--- src/rtl/vga_timing_gen.sv ---
// Parametrised VGA raster timing: registered sync, active-video, coordinates and line/frame strobes.
// Optional FRAME_CNT_EN macro adds an 8-bit frame counter port.
module vga_timing_gen #(
  parameter int unsigned CW       = 10,
  parameter int unsigned H_ACTIVE = 640,
  parameter int unsigned H_FP     = 24,
  parameter int unsigned H_SYNC   = 40,
  parameter int unsigned H_BP     = 128,
  parameter int unsigned V_ACTIVE = 480,
  parameter int unsigned V_FP     = 9,
  parameter int unsigned V_SYNC   = 3,
  parameter int unsigned V_BP     = 28,
  parameter bit          HS_POL   = 1'b0,
  parameter bit          VS_POL   = 1'b0
) (
  input  logic          px_clk,
  input  logic          reset,
  input  logic          px_en,
  output logic          hsync,
  output logic          vsync,
  output logic          activevideo,
  output logic [CW-1:0] x_px,
  output logic [CW-1:0] y_px,
  output logic          line_start,
  output logic          frame_start
`ifdef FRAME_CNT_EN
  ,
  output logic [7:0]    frame_cnt
`endif
);

  localparam int unsigned H_BLANK = H_FP + H_SYNC + H_BP;
  localparam int unsigned H_TOTAL = H_BLANK + H_ACTIVE;
  localparam int unsigned V_BLANK = V_FP + V_SYNC + V_BP;
  localparam int unsigned V_TOTAL = V_BLANK + V_ACTIVE;

  localparam logic [CW-1:0] H_SYNC_LO = CW'(H_FP);
  localparam logic [CW-1:0] H_SYNC_HI = CW'(H_FP + H_SYNC);
  localparam logic [CW-1:0] H_BLANK_W = CW'(H_BLANK);
  localparam logic [CW-1:0] H_LAST    = CW'(H_TOTAL - 1);
  localparam logic [CW-1:0] V_SYNC_LO = CW'(V_FP);
  localparam logic [CW-1:0] V_SYNC_HI = CW'(V_FP + V_SYNC);
  localparam logic [CW-1:0] V_BLANK_W = CW'(V_BLANK);
  localparam logic [CW-1:0] V_LAST    = CW'(V_TOTAL - 1);

  logic [CW-1:0] hc;
  logic [CW-1:0] vc;
  logic          hs_act_c;
  logic          vs_act_c;
  logic          av_c;
  logic          line_c;
  logic          frame_c;
  logic [CW-1:0] x_c;
  logic [CW-1:0] y_c;

  // Decode of the current raster position; loaded into the outputs on px_en edges.
  always_comb begin
    hs_act_c = (hc >= H_SYNC_LO) && (hc < H_SYNC_HI);
    vs_act_c = (vc >= V_SYNC_LO) && (vc < V_SYNC_HI);
    av_c     = (hc >= H_BLANK_W) && (vc >= V_BLANK_W);
    line_c   = (hc == '0);
    frame_c  = (hc == '0) && (vc == '0);
    x_c      = '0;
    y_c      = '0;
    if (av_c) begin
      x_c = hc - H_BLANK_W;
      y_c = vc - V_BLANK_W;
    end
  end

  // Raster counters and registered outputs; strobes drop on stall cycles.
  always_ff @(posedge px_clk) begin
    if (reset) begin
      hc          <= '0;
      vc          <= '0;
      hsync       <= ~HS_POL;
      vsync       <= ~VS_POL;
      activevideo <= 1'b0;
      x_px        <= '0;
      y_px        <= '0;
      line_start  <= 1'b0;
      frame_start <= 1'b0;
    end else if (px_en) begin
      hsync       <= hs_act_c ? HS_POL : ~HS_POL;
      vsync       <= vs_act_c ? VS_POL : ~VS_POL;
      activevideo <= av_c;
      x_px        <= x_c;
      y_px        <= y_c;
      line_start  <= line_c;
      frame_start <= frame_c;
      if (hc == H_LAST) begin
        hc <= '0;
        vc <= (vc == V_LAST) ? '0 : vc + CW'(1);
      end else begin
        hc <= hc + CW'(1);
      end
    end else begin
      line_start  <= 1'b0;
      frame_start <= 1'b0;
    end
  end

`ifdef FRAME_CNT_EN
  // Counts frames on the same edge that raises frame_start.
  always_ff @(posedge px_clk) begin
    if (reset) begin
      frame_cnt <= 8'd0;
    end else if (px_en && frame_c) begin
      frame_cnt <= frame_cnt + 8'd1;
    end
  end
`endif

endmodule

--- config.mk ---
export PLATFORM = sky130hd
export DESIGN_NAME = vga_timing_gen
export DESIGN_NICKNAME = d
export VERILOG_FILES = /design/src/rtl/vga_timing_gen.sv
export SDC_FILE = /design/constraint.sdc
export NUM_CORES = 1
export LEC_CHECK = 0
export BUFFER_PORTS_ARGS = -buffer_cell sky130_fd_sc_hd__buf_4
export CAP_MARGIN = 5
export CORE_AREA = 2 2 73 75
export CTS_CLUSTER_SIZE = 25
export DETAILED_ROUTE_END_ITERATION = 10
export DIE_AREA = 0 0 75 77
export HOLD_SLACK_MARGIN = 0.12
export PLACE_DENSITY_LB_ADDON = 0.1
export SLEW_MARGIN = 25
export SYNTH_ARGS = -nofsm -noshare
export SYNTH_HDL_FRONTEND = slang
export SYNTH_SLANG_ARGS = --single-unit
--- constraint.sdc ---
create_clock -name px_clk -period 3.8 [get_ports px_clk]
set_input_delay 0.76 -clock px_clk [delete_from_list [all_inputs] [get_ports px_clk]]
set_output_delay 0.76 -clock px_clk [all_outputs]
set_load 0.01 [all_outputs]
==> results.toml <==
[outcome]
status = "completed"

[global_route]
grt_overflow_total = 0
grt_pass1_wl_um = 8004
grt.total_usage = 0.1750
antenna_found_initial = 0
grt_start_max_net_pins = 40
grt_pass1_vias = 1636

[place]
gpl.final_weighted_congestion = 0.8082
dp_slack_ps = 1741
placed_cells = 325
port_buffers = 27
dpl.hpwl_um = 3319

[synthesis]
ys_types = 45
ys_ff_latch = 45
ys_warn_count = 0
ys.flop_type = "dfxtp_1"
synth_edf_count = 0
async_reset_ff_frac = 0
synth_nets = 256
synth_area_um2 = 2181
ys_seq_area_frac = 0.4131
avgSynthCellArea_um2 = 9.012
netlist_instances = 242

[clock_network]
clk_latency_ps = 290
postCtsSetupBuffers = 0
clockBufferDepth = 2
ctsHoldBuffers = 0
cts_root_buffer = "clkbuf_8"
tritoncts = "built"
htree_levels = 2
numCtsBuffers = 5
clock_sinks = 45
cts_resized = 0
cts.reportedPaths.clkPinSlew_ps = 80

[run]
drv_cap = 0

[setup_path]
critPathLaunchType = "register"
ff2ff_path_depth = 6
worstSetupEndpoint = "vc[9]"
r2r_end = "vc[9]"
crit_path_start = "hc[6]"
cp.required_ps = 3980
cp-end-kind = "register"
worstSetupPathType = "reg2reg"
crit_fanout = 6
r2r-start = "hc[6]"
critPathArrivalTime_ps = 2070
rrSetupSlack_ps = 1910

[power_and_ir_drop]
irDropWorstVdd_v = 0.0001438
leakage_nw = 0.8963
power_uw = 798.9
p_per_area_nw_per_um2 = 324.3

[floorplanning]
die-area_um2 = 5775
floorplan.core_area_um2 = 4977
fp.dieH_um = 77
rows = 26
io_pins = 28
die-width_um = 75
initial_utilization = 0.4382

[route]
wl_per_cell_um = 14.23
wl_um = 4725
drt_iter0_markers = 92
via_per_inst = 5.464
drc = 0
drt_pass1_iterations = 4
vias = 1814
final_antenna_net_count = 0

[sta]
rsz0062_at_grt = "false"
relSlewSlack = 0.5191
finalHoldViolCount = 0
fmax_ghz = 0.5283
tns_ps = 0
finalCriticalPeriod_ps = 1893
setup_ws_ps = 1907
final_min_period_over_clock_period = 0.4981
setup_viol = 0
tightestPinTransition_ps = 720.6
final-max-slew-violation-count = 0
clock_skew_ps = 5.295

[layout]
drive_above_1_share = 0.1679
syn2layout_area_growth_pct = 12.97
diodes = 0
nets = 276
fill_cells = 487
stdcell_count = 332
fin_util = 0.4950

[hold_path]
hp-class = "reg2reg"
## registers in the layout (all words and copies together) (netlist names)
name,flops
hc,10
x_px,10
y_px,10
line_start,1
activevideo,1
hsync,1
vc,10
vsync,1
frame_start,1
## worst max-delay path, stage by stage (launching register included)
cell and delay [ps]:
dfxtp_1 340, inv_1 170, ha_1 220, nand3_1 210, or4_1 570, o21ai_0 190, a21oi_1 80
## metal layers
layer  part of all wire  global-route usage  up-vias
met1               0.51              0.2614      865
met4             0.0072             0.04643        0
li1                   -                   -      914
met2               0.44              0.2535       31
met5                  0                   0        -
met3              0.035             0.03548        4
## Yosys cell counts (2+ instances only)
| cell | instances | share of area |
|---|---|---|
| dfxtp_1 | 45 | 0.41 |
| nor2_1 | 27 | 0.046 |
| a22oi_1 | 17 | 0.059 |
| a21oi_1 | 15 | 0.034 |
| nand2_1 | 13 | 0.022 |
| ha_1 | 11 | 0.063 |
| inv_1 | 11 | 0.019 |
| nor3_1 | 9 | 0.021 |
| nand3_1 | 8 | 0.018 |
| xnor2_1 | 8 | 0.032 |
| o21ai_0 | 7 | 0.016 |
| clkbuf_1 | 6 | 0.010 |
| xor2_1 | 6 | 0.024 |
| buf_2 | 5 | 0.011 |
| nand4_1 | 4 | 0.011 |
| nor4_1 | 4 | 0.011 |
| or4_1 | 4 | 0.014 |
| buf_6 | 3 | 0.015 |
| o31ai_1 | 3 | 0.010 |
| a21o_1 | 2 | 0.0069 |
| a31oi_1 | 2 | 0.0057 |
| and3_4 | 2 | 0.010 |
| clkbuf_8 | 2 | 0.013 |
| nand2b_1 | 2 | 0.0057 |
| nand4b_1 | 2 | 0.0080 |
| nor2b_1 | 2 | 0.0057 |
| o21a_1 | 2 | 0.0069 |
| o311ai_0 | 2 | 0.0080 |
| or3_1 | 2 | 0.0057 |
## kinds of logic after synthesis
kind of cell	synth area share
compound gates	0.1681
xor+xnor	0.05623
fa+ha+maj	0.06311
buf+inv	0.06884
flops	0.4131
simple gates	0.2306
## metrics by stage
step / hold slack (ps) / area (um^2)
floorplan: 474.0 / 2181
finish: 464.2 / 2464
global route: 503.2 / 2464
CTS: 466.9 / 2464
global placement: 449.6 / 2377
detailed placement: 454.0 / 2377
## where the power goes
group          switching [mW]  leakage, nW  total [mW]  internal (mW)
registers             0.00278        0.363       0.477          0.475
clock network           0.150       0.0443       0.294          0.144
logic                  0.0184        0.489      0.0274        0.00903
total                   0.171        0.896       0.799          0.628
## area by class of cell
type	count	area, um^2	area share
Sequential cell	45	900.9	0.3657
Multi-Input combinational cell	170	1130	0.4586
Clock buffer	7	86.33	0.03504
Tap cell	70	87.58	0.03555
Timing Repair Buffer	29	217.7	0.08837
Inverter	11	41.29	0.01676
## how the worst min path moves through the flow
stage	cells past startpoint	slack, ps	startpoint	endpoint
5_1_grt	1	500	vsync	vsync
2_1_floorplan	2	470	hc[0]	hc[0]
3_5_place_dp	2	450	y_px[7]	y_px[7]
4_1_cts	2	470	y_px[7]	y_px[7]
6_report	2	460	y_px[9]	y_px[9]
3_3_place_gp	2	450	y_px[7]	y_px[7]
## cells in the final DEF, fill, tap and decap left out, drive strengths merged, types with 3 or more instances in the layout
cell,n
nand2,13
o31ai,3
dfxtp,45
a21oi,15
ha,11
buf,29
a22oi,17
inv,11
o21ai,7
nor2,27
and3,4
clkbuf,7
or4,5
nor3,10
xnor2,8
nand3,10
nand4,4
nor4,5
xor2,6
No activity file was read; power rests on OpenSTA's default activity.
